## config.mk

```make
export PLATFORM = sky130hd
export DESIGN_NAME = ranger_ai
export DESIGN_NICKNAME = d
export VERILOG_FILES = /design/src/rtl/ranger_ai.sv
export SDC_FILE = /design/constraint.sdc
export NUM_CORES = 1
export LEC_CHECK = 0
export CORE_ASPECT_RATIO = 0.75
export CORE_MARGIN = 4
export CORE_UTILIZATION = 52
export CTS_CLUSTER_DIAMETER = 100
export DETAILED_ROUTE_END_ITERATION = 6
export GPL_ROUTABILITY_DRIVEN = 0
export PLACE_DENSITY = 0.78
export SYNTH_ARGS = -nofsm -noshare
export SYNTH_HDL_FRONTEND = slang
export SYNTH_SLANG_ARGS = --single-unit
```

## constraint.sdc

```tcl
create_clock -name clk -period 2.3 [get_ports clk]
set_clock_uncertainty 0.05 [all_clocks]
set_input_delay 0.46 -clock clk [delete_from_list [all_inputs] [get_ports clk]]
set_output_delay 0.46 -clock clk [all_outputs]
set_load 0.01 [all_outputs]
```

## src/rtl/ranger_ai.sv

```systemverilog
// Ranger enemy AI: picks patrol, chase/retreat or fire each movement decision and emits one-hot move / fire pulses.
// Optional screen-bounds move suppression is enabled by defining RANGER_AI_BOUNDS_EN.
module ranger_ai #(
    parameter int MOVE_DIV        = 4,
    parameter int SIGHT_RANGE     = 200,
    parameter int ATTACK_RANGE    = 120,
    parameter int FLEE_RANGE      = 40,
    parameter int COOLDOWN_FRAMES = 30,
    parameter int PATROL_STEPS    = 16
`ifdef RANGER_AI_BOUNDS_EN
    ,
    parameter int H_MIN           = 8,
    parameter int H_MAX           = 631,
    parameter int V_MIN           = 8,
    parameter int V_MAX           = 471
`endif
) (
    input  logic        clk,
    input  logic        rst_n,
    input  logic        enable,
    input  logic        frame_tick,
    input  logic [19:0] player_pos,
    input  logic [19:0] ranger_pos,
    output logic [3:0]  move_dir,
    output logic        fire,
    output logic [2:0]  ai_state
);

    typedef enum logic [2:0] {
        S_IDLE     = 3'd0,
        S_PATROL   = 3'd1,
        S_APPROACH = 3'd2,
        S_RETREAT  = 3'd3,
        S_ATTACK   = 3'd4,
        S_COOLDOWN = 3'd5
    } state_t;

    localparam int STEP_W = (MOVE_DIV > 1) ? $clog2(MOVE_DIV) : 1;
    localparam int COOL_W = (COOLDOWN_FRAMES > 0) ? $clog2(COOLDOWN_FRAMES + 1) : 1;
    localparam int PCNT_W = (PATROL_STEPS > 1) ? $clog2(PATROL_STEPS) : 1;

    localparam logic [STEP_W-1:0] STEP_LAST   = STEP_W'(MOVE_DIV - 1);
    localparam logic [PCNT_W-1:0] PCNT_LAST   = PCNT_W'(PATROL_STEPS - 1);
    localparam logic [COOL_W-1:0] COOL_LOAD   = COOL_W'(COOLDOWN_FRAMES);
    localparam logic [10:0]       SIGHT_LIM   = 11'(SIGHT_RANGE);
    localparam logic [10:0]       ATTACK_LIM  = 11'(ATTACK_RANGE);
    localparam logic [10:0]       FLEE_LIM    = 11'(FLEE_RANGE);

    localparam logic [3:0] MOVE_UP    = 4'b1000;
    localparam logic [3:0] MOVE_DOWN  = 4'b0100;
    localparam logic [3:0] MOVE_LEFT  = 4'b0010;
    localparam logic [3:0] MOVE_RIGHT = 4'b0001;
    localparam logic [3:0] MOVE_NONE  = 4'b0000;

    state_t              state, state_nxt;
    logic [STEP_W-1:0]   step_cnt, step_nxt;
    logic [COOL_W-1:0]   cooldown_cnt, cool_nxt;
    logic [PCNT_W-1:0]   patrol_cnt, pcnt_nxt;
    logic                patrol_dir, pdir_nxt;
    logic [3:0]          move_nxt;
    logic                fire_nxt;

    logic [9:0]  ph, pv, rh, rv;
    logic [9:0]  dh_c, dv_c;
    logic [9:0]  dh_q, dv_q;
    logic [10:0] dist_q;
    logic        ph_gt_q, pv_gt_q;

    assign ph = player_pos[19:10];
    assign pv = player_pos[9:0];
    assign rh = ranger_pos[19:10];
    assign rv = ranger_pos[9:0];

    assign dh_c = (ph > rh) ? (ph - rh) : (rh - ph);
    assign dv_c = (pv > rv) ? (pv - rv) : (rv - pv);

    // Distance pipeline stage; the decision logic only ever sees these registered values.
    always_ff @(posedge clk or negedge rst_n) begin
        if (!rst_n) begin
            dh_q    <= '0;
            dv_q    <= '0;
            dist_q  <= '0;
            ph_gt_q <= 1'b0;
            pv_gt_q <= 1'b0;
        end else begin
            dh_q    <= dh_c;
            dv_q    <= dv_c;
            dist_q  <= {1'b0, dh_c} + {1'b0, dv_c};
            ph_gt_q <= ph > rh;
            pv_gt_q <= pv > rv;
        end
    end

    logic [3:0] patrol_move, chase_move, flee_move;
    logic       patrol_blk, chase_blk, flee_blk;

    always_comb begin
        patrol_move = patrol_dir ? MOVE_LEFT : MOVE_RIGHT;
        if (dh_q >= dv_q)
            chase_move = ph_gt_q ? MOVE_RIGHT : MOVE_LEFT;
        else
            chase_move = pv_gt_q ? MOVE_DOWN : MOVE_UP;
        if (dh_q == 10'd0 && dv_q == 10'd0)
            flee_move = MOVE_UP;
        else if (dh_q >= dv_q)
            flee_move = ph_gt_q ? MOVE_LEFT : MOVE_RIGHT;
        else
            flee_move = pv_gt_q ? MOVE_UP : MOVE_DOWN;
    end

`ifdef RANGER_AI_BOUNDS_EN
    logic [9:0] rh_q, rv_q;

    // Position aligned with the distance stage so bound checks match the decision inputs.
    always_ff @(posedge clk or negedge rst_n) begin
        if (!rst_n) begin
            rh_q <= '0;
            rv_q <= '0;
        end else begin
            rh_q <= rh;
            rv_q <= rv;
        end
    end

    function automatic logic is_blocked(input logic [3:0] m, input logic [9:0] h, input logic [9:0] v);
        logic res;
        res = 1'b0;
        case (m)
            MOVE_RIGHT: res = ({1'b0, h} + 11'd5) > 11'(H_MAX);
            MOVE_LEFT:  res = {1'b0, h} < 11'(H_MIN + 5);
            MOVE_DOWN:  res = ({1'b0, v} + 11'd5) > 11'(V_MAX);
            MOVE_UP:    res = {1'b0, v} < 11'(V_MIN + 5);
            default:    res = 1'b0;
        endcase
        return res;
    endfunction

    always_comb begin
        patrol_blk = is_blocked(patrol_move, rh_q, rv_q);
        chase_blk  = is_blocked(chase_move, rh_q, rv_q);
        flee_blk   = is_blocked(flee_move, rh_q, rv_q);
    end
`else
    always_comb begin
        patrol_blk = 1'b0;
        chase_blk  = 1'b0;
        flee_blk   = 1'b0;
    end
`endif

    // Next-state, counter and pulse logic; enable low overrides everything.
    always_comb begin
        state_nxt = state;
        step_nxt  = step_cnt;
        cool_nxt  = cooldown_cnt;
        pcnt_nxt  = patrol_cnt;
        pdir_nxt  = patrol_dir;
        move_nxt  = MOVE_NONE;
        fire_nxt  = 1'b0;

        if (!enable) begin
            state_nxt = S_IDLE;
            step_nxt  = '0;
            cool_nxt  = '0;
            pcnt_nxt  = '0;
        end else begin
            case (state)
                S_IDLE: begin
                    state_nxt = S_PATROL;
                    step_nxt  = '0;
                end
                S_PATROL, S_APPROACH, S_RETREAT: begin
                    if (frame_tick) begin
                        if (step_cnt != STEP_LAST) begin
                            step_nxt = step_cnt + STEP_W'(1);
                        end else begin
                            step_nxt = '0;
                            if (dist_q > SIGHT_LIM) begin
                                state_nxt = S_PATROL;
                                if (patrol_blk) begin
                                    pdir_nxt = ~patrol_dir;
                                    pcnt_nxt = '0;
                                end else begin
                                    move_nxt = patrol_move;
                                    if (patrol_cnt == PCNT_LAST) begin
                                        pdir_nxt = ~patrol_dir;
                                        pcnt_nxt = '0;
                                    end else begin
                                        pcnt_nxt = patrol_cnt + PCNT_W'(1);
                                    end
                                end
                            end else if (dist_q > ATTACK_LIM) begin
                                state_nxt = S_APPROACH;
                                move_nxt  = chase_blk ? MOVE_NONE : chase_move;
                            end else if (dist_q < FLEE_LIM) begin
                                state_nxt = S_RETREAT;
                                move_nxt  = flee_blk ? MOVE_NONE : flee_move;
                            end else begin
                                state_nxt = S_ATTACK;
                                fire_nxt  = 1'b1;
                            end
                        end
                    end
                end
                S_ATTACK: begin
                    state_nxt = S_COOLDOWN;
                    step_nxt  = '0;
                    cool_nxt  = COOL_LOAD;
                end
                S_COOLDOWN: begin
                    step_nxt = '0;
                    if (cooldown_cnt == '0) begin
                        state_nxt = S_PATROL;
                    end else if (frame_tick) begin
                        cool_nxt = cooldown_cnt - COOL_W'(1);
                        if (cooldown_cnt == COOL_W'(1))
                            state_nxt = S_PATROL;
                    end
                end
                default: begin
                    state_nxt = S_IDLE;
                    step_nxt  = '0;
                    cool_nxt  = '0;
                end
            endcase
        end
    end

    always_ff @(posedge clk or negedge rst_n) begin
        if (!rst_n) begin
            state        <= S_IDLE;
            step_cnt     <= '0;
            cooldown_cnt <= '0;
            patrol_cnt   <= '0;
            patrol_dir   <= 1'b0;
            move_dir     <= MOVE_NONE;
            fire         <= 1'b0;
        end else begin
            state        <= state_nxt;
            step_cnt     <= step_nxt;
            cooldown_cnt <= cool_nxt;
            patrol_cnt   <= pcnt_nxt;
            patrol_dir   <= pdir_nxt;
            move_dir     <= move_nxt;
            fire         <= fire_nxt;
        end
    end

    assign ai_state = state;

endmodule

```

==> results.py <==
metrics = {
    "run_status": {
        "status": "finished, violations left",
        "violations": "negative setup slack",
    },
    "timing": {
        "rsz0062_at_grt": "true",
        "setup_ws_ps": -1738,
        "final-setup-viol-count": 34,
        "fmax_ghz": 0.2477,
        "slew_headroom_pct": 51.95,
        "whs_ps": 158.8,
        "tightest_slew_ps": 720.8,
        "fin_crit_sh_pct": 175.5,
        "hold_viol": 0,
        "period_minus_slack_ps": 4038,
        "drv_slew": 0,
    },
    "yosys": {
        "postSynthAreaPerCell_um2": 8.927,
        "ys_seq_area_share_pct": 30.26,
        "synthesis.instances": 491,
        "synth_area_leaders": "dfrtp_1 30%, ha_1 18%, inv_1 6.5%, mux2i_1 3.9%, xnor2_1 3.8%",
        "ys_ff_latch": 53,
        "synth.top_cell.area_share_pct": 30.26,
        "synth_edf_count": 0,
        "synth_ff_type": "dfrtp_1",
        "synth.most_common_cell": "inv_1",
        "yosys.area.top_type": "dfrtp_1",
        "synthTopCellsByCount": "76 x inv_1, 62 x ha_1, 53 x dfrtp_1",
        "synth_nets": 602,
        "synth_cell_types": 61,
        "synth_warnings": 0,
        "async_reset_ff_share_pct": 100.0,
        "synth_area_um2": 4383,
    },
    "floorplan": {
        "core_area_um2": 8058,
        "pin_count": 52,
        "die_h_um": 87.51,
        "die_area_um2": 9977,
        "num_rows": 28,
        "start_util_pct": 54.39,
        "die_x_um": 114.0,
    },
    "drt": {
        "first_pass_iters": 7,
        "wl_per_cell_um": 26.90,
        "num_vias": 5461,
        "drt_iter0_drc": 671,
        "drc": 0,
        "viasPerCell": 6.818,
        "postRouteAntennaNets": 0,
        "routed_wl_mm": 21.55,
    },
    "global_route": {
        "grt_max_degree": 29,
        "overflow": 0,
        "grt_pass1_vias": 5195,
        "track_usage_pct": 35.16,
        "grt_pass1_wl_mm": 27.26,
        "grt_antenna_before_repair": 1,
    },
    "cells_and_area": {
        "final_cell_area_um2": 7287,
        "area_growth_pct": 66.26,
        "stdcell_count": 801,
        "diodes": 0,
        "layout.nets": 806,
        "drive_gt1_share_pct": 51.29,
    },
    "setup_path": {
        "path_class": "in -> reg",
        "reg2reg_slack_ps": -150,
        "path_max_fanout": 4,
        "critPathLaunch": "ranger_pos[19]",
        "r2r-end": "move_dir[0]",
        "cp.required_ps": 2460,
        "arrival_ps": 4200,
        "worstSetupStartpointType": "input pin",
        "end_kind": "flop",
        "rr_startpoint": "dv_q[0]",
        "worstRegToRegCells": 11,
    },
    "clock_tree": {
        "clk_transition_reported_paths_ps": 80,
        "postCtsHoldBufs": 0,
        "cts_tree": "built",
        "clk_path_buf_depth": 2,
        "cts-buffers-inserted": 5,
        "ctsRootBufferMaster": "clkbuf_16",
        "clock_latency_ps": 300,
        "h-tree-depth": 2,
        "clkSinkCount": 53,
    },
    "power_and_ir_drop": {
        "total_power_mw": 5.727,
        "power_density_nw_per_um2": 785.9,
        "leakage_nw": 3.442,
        "ir_worst_vdd_mv": 0.4778,
    },
    "placed_design": {
        "hpwl_mm": 9.932,
        "dpl_cell_area_um2": 6032,
        "port_buffers": 51,
        "place_inst": 752,
    },
    "hold_path": {
        "min_path_type": "in -> async",
    },
    "job": {
        "max_cap_violations": 0,
    },
}
## kinds of logic after synthesis
group                    share of synthesized area [%]
buffers and inverters                            7.507
AO/OA/AOI/OAI                                    17.76
AND/OR/NAND/NOR                                  14.56
flip-flops                                       30.26
multiplexers                                     4.653
XOR/XNOR                                         4.796
adder cells (fa/ha/maj)                          20.47
## flip-flops by register name, indices dropped and copies added, names as in the netlist
register and flops:
ai_state 3, cooldown_cnt 5, dh_q 10, dist_q 11
dv_q 10, fire 1, move_dir 4, patrol_cnt 4
patrol_dir 1, ph_gt_q 1, pv_gt_q 1, step_cnt 2
## final cells by class
cell class / instances / area, um2
Multi-Input combinational cell: 353 / 3707
Timing Repair Buffer: 205 / 1635
Sequential cell: 53 / 1326
Fill cell: 281 / 770.7
Inverter: 77 / 329.1
Clock buffer: 7 / 152.6
Tap cell: 105 / 131.4
Clock inverter: 1 / 5.005
## per-layer routing
layer	wire length, um	track usage (%)
met5	0	0
met4	2073	17.58
met3	2663	6.806
met2	9495	63.07
met1	7314	40.41
## worst max-delay path, stage by stage
cell and delay, ps:
clkdlybuf4s15_1 190, inv_2 50, ha_4 270, nand4_1 200, o211ai_1 270, o41a_1 330
nand2_4 130, buf_12 160, mux2i_1 170, xor2_1 240, buf_4 200, ha_4 220
a21oi_1 390, maj3_2 340, o21bai_1 110, a21oi_2 290, xnor2_2 170
## cell usage in the layout (no fill, tap or decap), types with 4 or more instances in the layout
cell type and instances:
nand2_1 20, nor4_1 5, dfrtp_1 53, nand2_2 7
nand3_1 7, mux2i_1 12, dlygate4sd2_1 6, buf_2 19
ha_2 4, a21oi_2 13, o21ai_1 5, nand2_4 5
a21oi_1 15, clkdlybuf4s50_1 10, a211o_1 5, fa_2 4
nor2_1 24, o21ai_2 6, buf_4 139, a21o_1 8
inv_2 22, buf_6 17, clkdlybuf4s15_1 6, or3_1 6
xnor2_1 5, o21a_1 5, ha_4 27, a211oi_2 8
nor3_1 5, ha_1 31, nor2b_1 9, clkbuf_16 5
o21ai_0 15, xnor2_2 14, inv_1 51
## per-stage QoR
step	TNS (ps)	setup slack, ps	util [%]
after floorplan	-12420	-1302	-
after global placement	-33680	-1950	74.86
after CTS	-11210	-1073	85.65
final	-21200	-1738	90.43
after detailed placement	-36740	-2089	74.86
after global routing	-22740	-1743	90.43
## worst max path at each step
| stage | endpoint | slack [ps] | cells past startpoint |
|---|---|---|---|
| floorplan | dist_q[9] | -1300 | 18 |
| global placement | dist_q[8] | -1950 | 18 |
| detailed placement | dist_q[9] | -2090 | 17 |
| CTS | dist_q[8] | -1070 | 18 |
| global route | dist_q[6] | -1740 | 18 |
| finish | dist_q[6] | -1740 | 17 |
## power by group
group	total (mW)	internal, mW	switching (mW)
clock network	0.821	0.463	0.359
logic	3.53	1.66	1.87
registers	1.37	1.15	0.228
total	5.73	3.27	2.46
## what timing repair did
action	4_1_cts	5_1_grt
cloned	0	0
setup endpoints to repair	34	35
resized for setup	228	86
pin swaps	71	65
setup buffers	30	27
No activity file was read; power rests on OpenSTA's default activity.
